### src/rtl/anton_neopixel_pixel_encoder_pkg.sv
// Shared constants, fetch FSM encoding and pattern helper for the NeoPixel pixel encoder.
package anton_neopixel_pixel_encoder_pkg;

   localparam int BUFFER_END_DEFAULT = 511;

   // Tick patterns, MSB is the first tick of a bit period.
   localparam logic [7:0] NEO_PATTERN_0 = 8'b1100_0000;
   localparam logic [7:0] NEO_PATTERN_1 = 8'b1111_1000;

   typedef enum logic [1:0] {
      FETCH_IDLE = 2'd0,
      FETCH_REQ  = 2'd1,
      FETCH_HAVE = 2'd2
   } fetch_state_e;

   function automatic logic pattern_tick(input logic [7:0] pattern, input logic [2:0] tick_ix);
      return pattern[3'd7 - tick_ix];
   endfunction

endpackage

### src/rtl/anton_neopixel_pattern_gen.sv
// Turns the current bit value and tick index into the registered NeoPixel data line.
module anton_neopixel_pattern_gen
   import anton_neopixel_pixel_encoder_pkg::*;
#(
   parameter logic [7:0] PATTERN_0 = NEO_PATTERN_0,
   parameter logic [7:0] PATTERN_1 = NEO_PATTERN_1
)(
   input  logic       clk,
   input  logic       rst,
   input  logic       bit_val,
   input  logic [2:0] bit_pattern_ix,
   input  logic       stream_output,
   output logic       neo_data
);

   logic neo_next_s;

   // Pattern tick selection; line is held low whenever the stream is not transmitting.
   always_comb begin
      neo_next_s = 1'b0;
      if (stream_output) begin
         if (bit_val) begin
            neo_next_s = pattern_tick(PATTERN_1, bit_pattern_ix);
         end else begin
            neo_next_s = pattern_tick(PATTERN_0, bit_pattern_ix);
         end
      end else begin
         neo_next_s = 1'b0;
      end
   end

   // Output pin register.
   always_ff @(posedge clk or posedge rst) begin
      if (rst) begin
         neo_data <= 1'b0;
      end else begin
         neo_data <= neo_next_s;
      end
   end

endmodule

### src/rtl/anton_neopixel_pixel_encoder.sv
// Fetches one pixel byte per byte slot from the pixel RAM and serialises it onto the
// NeoPixel line; a fetch that misses the tick-2 deadline sends zeros and flags underrun.
module anton_neopixel_pixel_encoder
   import anton_neopixel_pixel_encoder_pkg::*;
#(
   parameter int         BUFFER_END  = BUFFER_END_DEFAULT,
   parameter logic [7:0] PATTERN_0   = NEO_PATTERN_0,
   parameter logic [7:0] PATTERN_1   = NEO_PATTERN_1,
   localparam int        BUFFER_BITS = $clog2(BUFFER_END + 1)
)(
   input  logic                   clk6_4mhz,
   input  logic                   rst,
   input  logic                   streamOutput,
   input  logic [2:0]             bitPatternIx,
   input  logic [2:0]             pixelBitIx,
   input  logic [BUFFER_BITS-1:0] pixelIxComb,
   output logic                   ramRdReq,
   output logic [BUFFER_BITS-1:0] ramRdAddr,
   input  logic                   ramRdAck,
   input  logic [7:0]             ramRdData,
   input  logic                   clrUnderrun,
   output logic                   neoData,
   output logic                   underrun,
   output logic                   fetchBusy
);

   fetch_state_e           state_r;
   fetch_state_e           state_next_s;
   logic [7:0]             shift_reg_r;
   logic [7:0]             shift_next_s;
   logic [BUFFER_BITS-1:0] addr_next_s;
   logic                   underrun_set_s;
   logic                   byte_start_s;
   logic                   deadline_s;
   logic                   bit_val_s;

   assign byte_start_s = streamOutput && (pixelBitIx == 3'd0) && (bitPatternIx == 3'd0);
   assign deadline_s   = streamOutput && (pixelBitIx == 3'd0) && (bitPatternIx == 3'd2);

   assign ramRdReq  = (state_r == FETCH_REQ);
   assign fetchBusy = (state_r != FETCH_IDLE);

   // Fetch FSM next-state: byte start always restarts the fetch; a dropped stream discards the byte.
   always_comb begin
      state_next_s   = state_r;
      shift_next_s   = shift_reg_r;
      addr_next_s    = ramRdAddr;
      underrun_set_s = 1'b0;
      if (!streamOutput) begin
         state_next_s = FETCH_IDLE;
         shift_next_s = 8'h00;
      end else if (byte_start_s) begin
         state_next_s = FETCH_REQ;
         addr_next_s  = pixelIxComb;
      end else begin
         case (state_r)
            FETCH_REQ: begin
               if (ramRdAck) begin
                  shift_next_s = ramRdData;
                  state_next_s = FETCH_HAVE;
               end else if (deadline_s) begin
                  shift_next_s   = 8'h00;
                  underrun_set_s = 1'b1;
                  state_next_s   = FETCH_IDLE;
               end else begin
                  state_next_s = FETCH_REQ;
               end
            end
            FETCH_HAVE: state_next_s = FETCH_HAVE;
            FETCH_IDLE: state_next_s = FETCH_IDLE;
            default:    state_next_s = FETCH_IDLE;
         endcase
      end
   end

   // Fetch state, held byte and read address registers.
   always_ff @(posedge clk6_4mhz or posedge rst) begin
      if (rst) begin
         state_r     <= FETCH_IDLE;
         shift_reg_r <= 8'h00;
         ramRdAddr   <= '0;
      end else begin
         state_r     <= state_next_s;
         shift_reg_r <= shift_next_s;
         ramRdAddr   <= addr_next_s;
      end
   end

   // Sticky underrun; a new miss wins over a simultaneous clear.
   always_ff @(posedge clk6_4mhz or posedge rst) begin
      if (rst) begin
         underrun <= 1'b0;
      end else if (underrun_set_s) begin
         underrun <= 1'b1;
      end else if (clrUnderrun) begin
         underrun <= 1'b0;
      end else begin
         underrun <= underrun;
      end
   end

   // While still requesting, the tick-2 decision comes straight from the RAM or is forced to 0.
   always_comb begin
      bit_val_s = 1'b0;
      if (state_r == FETCH_REQ) begin
         if (ramRdAck) begin
            bit_val_s = ramRdData[7];
         end else begin
            bit_val_s = 1'b0;
         end
      end else begin
         bit_val_s = shift_reg_r[3'd7 - pixelBitIx];
      end
   end

   anton_neopixel_pattern_gen #(
      .PATTERN_0 (PATTERN_0),
      .PATTERN_1 (PATTERN_1)
   ) u_pattern_gen (
      .clk            (clk6_4mhz),
      .rst            (rst),
      .bit_val        (bit_val_s),
      .bit_pattern_ix (bitPatternIx),
      .stream_output  (streamOutput),
      .neo_data       (neoData)
   );

endmodule

### config.mk
export PLATFORM = sky130hd
export DESIGN_NAME = anton_neopixel_pixel_encoder
export DESIGN_NICKNAME = d
export VERILOG_FILES = /design/src/rtl/anton_neopixel_pixel_encoder_pkg.sv /design/src/rtl/anton_neopixel_pattern_gen.sv /design/src/rtl/anton_neopixel_pixel_encoder.sv
export SDC_FILE = /design/constraint.sdc
export NUM_CORES = 1
export LEC_CHECK = 0
export BUFFER_PORTS_ARGS = -buffer_cell sky130_fd_sc_hd__clkbuf_2
export CORE_UTILIZATION = 35
export DETAILED_ROUTE_END_ITERATION = 8
export HOLD_SLACK_MARGIN = 0.02
export PLACE_DENSITY = 0.65
export SYNTH_ARGS = -nofsm -noshare
export SYNTH_HDL_FRONTEND = slang
export SYNTH_SLANG_ARGS = --single-unit
### constraint.sdc
create_clock -name clk6_4mhz -period 2.1 [get_ports clk6_4mhz]
set_input_delay 0.105 -clock clk6_4mhz [delete_from_list [all_inputs] [get_ports clk6_4mhz]]
set_output_delay 0.105 -clock clk6_4mhz [all_outputs]
set_load 0.005 [all_outputs]
**Yosys cells after proc, flatten, opt, wreduce, memory -nomap -nowiden**

Memory sizes are Yosys's and may differ from the RTL's.
Cells that the tools add are included.

- Register bits after elaboration: 21
- ROM bits: 16
- Bits of input ports: 28
- Output and inout port bits: 13
- Word-level logic and storage cells: 51
- Memories: 2

Memory list:

| memory | words | width | read ports | clocked after Yosys merged registers in | write ports | RTL line | RTL |
|---|---|---|---|---|---|---|---|
| (name not given) | 8 | 1 | 1 | 0 | 0 | anton_neopixel_pixel_encoder_pkg.sv:17 | `return pattern[3'd7 - tick_ix];` |
| (name not given) | 8 | 1 | 1 | 0 | 0 | anton_neopixel_pixel_encoder_pkg.sv:17 |  |

- Add/subtract/negate cells: 2
- $lt $le $gt $ge: 2
- Equality and inequality tests: 6
- Muxes and demuxes: 25
- Reductions and logical operators: 9

Operator list:

| cell | number |
|---|---|
| 2-to-1 mux 8 bit | 5 |
| 2-to-1 mux 1 bit | 15 |
| < comparator 3 x 4 -> 1 bit (second input constant) | 2 |
| logical NOT 3 bit | 2 |
| 2-to-1 mux 2 bit | 3 |
| subtractor 3 bit (first input constant) | 2 |
| case mux 2 bit (2 select lines) | 1 |
| nonzero test 2 bit | 2 |
| binary-select mux 1 bit (select 3 bit) | 1 |
| == test 3 x 2 -> 1 bit (second input constant) | 1 |
| logical AND 1 bit | 3 |
| != test 3 x 1 -> 1 bit (second input constant) | 1 |
| AND reduction 3 bit | 1 |
| == test 2 x 1 -> 1 bit (second input constant) | 1 |
| == test 2 bit (second input constant) | 1 |
| != test 2 x 1 -> 1 bit (second input constant) | 1 |
| != test 2 bit (second input constant) | 1 |
| AND reduction 2 bit | 1 |

**Logic depth before layout (Yosys ltp)**

- Depth in word-level cells: 9
- Depth in mapped cells: 5
- Mapped depth without buffers: 5

**By module**

Synthesis repeated with hierarchy kept, for this count alone.

- Cells, all modules: 75
- Area total of the unflattened synthesis: 989.7 µm²

Modules (own cells, without submodules):

| module | times used | cells an instance | area each (µm²) | sequential area each (µm²) |
|---|---|---|---|---|
| anton_neopixel_pixel_encoder | 1 | 69 | 927.1 | 500.5 |
| anton_neopixel_pattern_gen | 1 | 6 | 62.6 | 25.0 |

**Worst setup path before layout**

No wires, ideal clock.

- Path kind: input-to-reg
- Start point: input pixelBitIx[1]
- End point: register shift_reg_r[0]
- Library setup time: 80 ps
- Arrival: 1491 ps
- Setup slack: 529 ps
- Stages: 4
- Path through: or2_1 > nor4_1 > mux2i_2 > mux2i_1

- Word-level cells in the longest chain between the ends: 5
- Elaborated cells between the ends (all ways): 7

Ends and longest elaborated chain:

| what | RTL line | RTL |
|---|---|---|
| start, declared | anton_neopixel_pixel_encoder.sv:15 | `input logic [2:0] pixelBitIx,` |
| logical NOT 3 bit (*) | anton_neopixel_pixel_encoder.sv:37, anton_neopixel_pixel_encoder.sv:38 |  |
| logical AND 1 bit (*) | anton_neopixel_pixel_encoder.sv:37, anton_neopixel_pixel_encoder.sv:38 |  |
| logical AND 1 bit (on tied branches) | anton_neopixel_pixel_encoder.sv:38, anton_neopixel_pixel_encoder.sv:37 |  |
| != test 3 x 1 -> 1 bit (no line) or != test 2 bit (tied branches) | n/a |  |
| AND reduction 3 bit (no line) (*) | n/a |  |
| end signal, assigned | anton_neopixel_pixel_encoder.sv:84 | `shift_reg_r <= shift_next_s;` |
| end, declared | anton_neopixel_pixel_encoder.sv:29 | `logic [7:0] shift_reg_r;` |

Mark *: on every way between the ends. The rest lies on a longest branch, timed or not.
A chain may end at the register's enable or synchronous reset.

**Worst setup path in the final report**

- Start point: register state_r[1]
- End point: register shift_reg_r[1]

- Word-level cells in the longest chain between the ends: 3

Ends and longest elaborated chain:

| what | RTL line | RTL |
|---|---|---|
| start, declared | anton_neopixel_pixel_encoder.sv:27 | `fetch_state_e state_r;` |
| start signal, assigned | anton_neopixel_pixel_encoder.sv:83 | `state_r <= state_next_s;` |
| == test 2 x 1 -> 1 bit | anton_neopixel_pixel_encoder.sv:56 | `case (state_r)` |
| != test 2 x 1 -> 1 bit (no line) | n/a |  |
| AND reduction 3 bit (no line) | n/a |  |

Every way passes these cells.

==> load_flow_metrics.sql <==
INSERT INTO impl_metrics (metric_group, metric, value, unit) VALUES
('clocking', 'clkLatencyLatePin', '0.30', 'ns'),
('die', 'placementRows', '19', ''),
('clocking', 'cts_made_buffers', '3', ''),
('outcome', 'violated_checks', 'DRC', ''),
('pwr', 'worst_ir_drop_vdd', '199', 'uV'),
('drt', 'route.detailed.vias_per_inst', '4.92', ''),
('clocking', 'cts.sinks', '21', ''),
('clocking', 'cts_htree_levels', '1', ''),
('place', 'hpwlAfterDp', '1680', 'um'),
('timing', 'maxSlewViolCount', '0', ''),
('drt', 'route.vias.total', '870', ''),
('clocking', 'post-cts-setup-buffers', '0', ''),
('yosys', 'netlist-cell-type-count', '25', ''),
('timing', 'fin_worst_setup_slack', '0.556', 'ns'),
('yosys', 'ys_ff_latch', '21', ''),
('critical_path', 'rrSetupSlack', '0.56', 'ns'),
('die', 'design.die.area', '0.00321', 'sq mm'),
('critical_path', 'cp_cell_sequence', 'inv_1 -> ha_1 -> nand2_1 -> mux2i_2 -> buf_4 -> mux2i_1', ''),
('yosys', 'post_synth_arst_share', '100', '%'),
('grt', 'first_pass_grt_wire_length', '3760', 'um'),
('timing', 'unrepaired_setup_endpoints_after_global_routing', 'no', ''),
('yosys', 'synth_enable_flop_cells', '0', ''),
('timing', 'finalHoldViolations', '0', ''),
('clocking', 'cts.root.buffer_cell', 'sky130_fd_sc_hd__clkbuf_4', ''),
('critical_path', 'setup.worst_path.class', 'flop to flop', ''),
('layout', 'syn2layout_area_growth', '34.7', '%'),
('layout', 'final_cell_area', '0.00141', 'sq mm'),
('grt', 'grt_overflow', '0', ''),
('timing', 'timing.clock.skew', '0.00161', 'ns'),
('worst_hold_path', 'end_of_the_worst_hold_path', 'shift_reg_r[3]$_DFFE_PP0P_', ''),
('yosys', 'synth-main-ff-cell', 'sky130_fd_sc_hd__dfrtp_1', ''),
('grt', 'track_usage', '15.3', '%'),
('timing', 'setup_violations', '0', ''),
('timing', 'worst_slew_margin_rel', '47.0', '%'),
('grt', 'grt_pass1_vias', '900', ''),
('drt', 'post-route-drc-count', '6', ''),
('clocking', 'tritoncts', 'built', ''),
('die', 'core_area', '0.00281', 'sq mm'),
('timing', 'period_needed', '1.54', 'ns'),
('critical_path', 'timing.critical_path.max_delay_family', 'flip-flops', ''),
('critical_path', 'crit-reg2reg-capture', 'shift_reg_r[1]$_DFFE_PP0P_', ''),
('drt', 'antenna_left', '0', ''),
('critical_path', 'timing.critical_path.required', '2.33', 'ns'),
('clocking', 'path_clk_slew', '0.12', 'ns'),
('worst_hold_path', 'whs_path_depth', '3', ''),
('critical_path', 'cp_num_buf_inv', '2', ''),
('pwr', 'power_per_standard_cell_area', '542', 'mW/mm^2'),
('layout', 'mostFrequentLayoutCell', 'sky130_fd_sc_hd__clkbuf_2', ''),
('critical_path', 'cell_with_the_largest_stage_delay_on_the_worst_path', 'sky130_fd_sc_hd__dfrtp_1', ''),
('outcome', 'status', 'complete, but fails checks', ''),
('critical_path', 'timing.reg2reg.worst_path_depth', '6', ''),
('critical_path', 'worst-path-max-fanout', '8', ''),
('yosys', 'mappedNetlistArea', '0.00105', 'sq mm'),
('timing', 'finalSetupTns', '0', 'ns'),
('place', 'gpl.final_weighted_congestion', '0.723', ''),
('layout', 'nNetsFinal', '178', ''),
('layout', 'filler_cell_count', '259', ''),
('timing', 'achievable-frequency', '648', 'MHz'),
('place', 'io_buffer_count', '40', ''),
('layout', 'finish.cell_count_without_fillers', '177', ''),
('die', 'design.portCount', '41', ''),
('clocking', 'clk_path_buf_depth', '2', ''),
('grt', 'antenna_found_initial', '0', ''),
('critical_path', 'slowest_delay', '0.40', 'ns'),
('pwr', 'p_leak', '0.716', 'nW'),
('layout', 'layout.cells.most_common_list', 'sky130_fd_sc_hd__clkbuf_2, sky130_fd_sc_hd__dfrtp_1, sky130_fd_sc_hd__nand2_1', ''),
('yosys', 'post_synth_main_area_contributors', 'sky130_fd_sc_hd__dfrtp_1, sky130_fd_sc_hd__mux2_2, sky130_fd_sc_hd__mux2i_1', ''),
('drt', 'drt_first_iter_violations', '24', ''),
('drt', 'drt_pre_antenna_iters', '8', ''),
('place', 'placed_cells_incl_taps', '163', ''),
('yosys', 'yosysTopAreaCellShare', '50.2', '%');
==> state kept, by name, indices dropped and copies added, names as in the netlist <==
signal                  cells
shift_reg_r                 8
state_r                     2
ramRdAddr                   9
underrun                    1
u_pattern_gen.neo_data      1
==> how the worst max path moves through the flow <==
stage	startpoint	to	slack, ns	cells after the start
finish	state_r[1]$_DFF_PP0_	shift_reg_r[1]$_DFFE_PP0P_	0.56	6
global placement	pixelBitIx[1]	ramRdAddr[3]$_DFFE_PP0P_	0.39	6
CTS	state_r[1]$_DFF_PP0_	shift_reg_r[3]$_DFFE_PP0P_	0.54	6
detailed placement	pixelBitIx[1]	ramRdAddr[5]$_DFFE_PP0P_	0.34	6
global route	state_r[1]$_DFF_PP0_	shift_reg_r[3]$_DFFE_PP0P_	0.40	6
floorplan	pixelBitIx[1]	shift_reg_r[0]$_DFFE_PP0P_	0.53	4
==> power breakdown <==
| part | total, mW | switching [mW] | internal [mW] |
|---|---|---|---|
| Sequential | 0.440 | 0.0119 | 0.428 |
| Clock | 0.196 | 0.125 | 0.0709 |
| Combinational | 0.127 | 0.0556 | 0.0710 |
| Total | 0.763 | 0.193 | 0.570 |
==> metrics by stage <==
step           hold WS [ns]  power [mW]
2_1_floorplan        0.0815       0.495
3_3_place_gp          0.266       0.557
4_1_cts              0.0222       0.763
3_5_place_dp          0.285       0.561
5_1_grt              0.0211       0.802
6_report             0.0275       0.763
==> cells by family (layout without fill, tap and decap cells) <==
family | after synthesis | after routing | share of synthesized area (%)
buf+inv | 10 | 63 | 4.31
flops | 21 | 21 | 50.2
compound gates | 8 | 8 | 5.02
simple gates | 30 | 30 | 13.6
mux | 21 | 21 | 23.2
fa+ha+maj | 3 | 3 | 3.59
==> synthesized netlist by cell type, types with 2 or more instances <==
master	n
sky130_fd_sc_hd__dfrtp_1	21
sky130_fd_sc_hd__nand2_1	20
sky130_fd_sc_hd__mux2_2	10
sky130_fd_sc_hd__mux2i_1	9
sky130_fd_sc_hd__inv_1	7
sky130_fd_sc_hd__ha_1	3
sky130_fd_sc_hd__a21oi_1	2
sky130_fd_sc_hd__a31oi_1	2
sky130_fd_sc_hd__nor2_1	2
sky130_fd_sc_hd__o21ai_0	2
==> metal layers <==
layer,share of wire (%),routed length [um],track usage [%],vias up
li1,-,-,-,426
met1,42,963,17.4,422
met2,54,1240,28.2,20
met3,2.8,64,2.07,2
met4,0.83,19,6.43,0
met5,0,0,0,-
==> tightest hold or removal path, cell delays in order <==
cell and delay [ns]:
sky130_fd_sc_hd__clkbuf_2 0.08, sky130_fd_sc_hd__nand2_1 0.04, sky130_fd_sc_hd__mux2i_1 0.07
==> layout make-up <==
type,instances,area (sq um),area share [%]
Inverter,7,26.3,1.87
Clock inverter,1,5.00,0.355
Timing Repair Buffer,52,315,22.4
Multi-Input combinational cell,62,475,33.7
Sequential cell,21,526,37.3
Tap cell,31,38.8,2.75
Clock buffer,3,22.5,1.60
==> what timing repair did <==
item                                   CTS  global route
setup endpoints to repair                0             0
endpoints found under the hold margin   25             5
resized for setup                        0             0
hold buffers                             5             5
(Power assumes the default switching activity.)
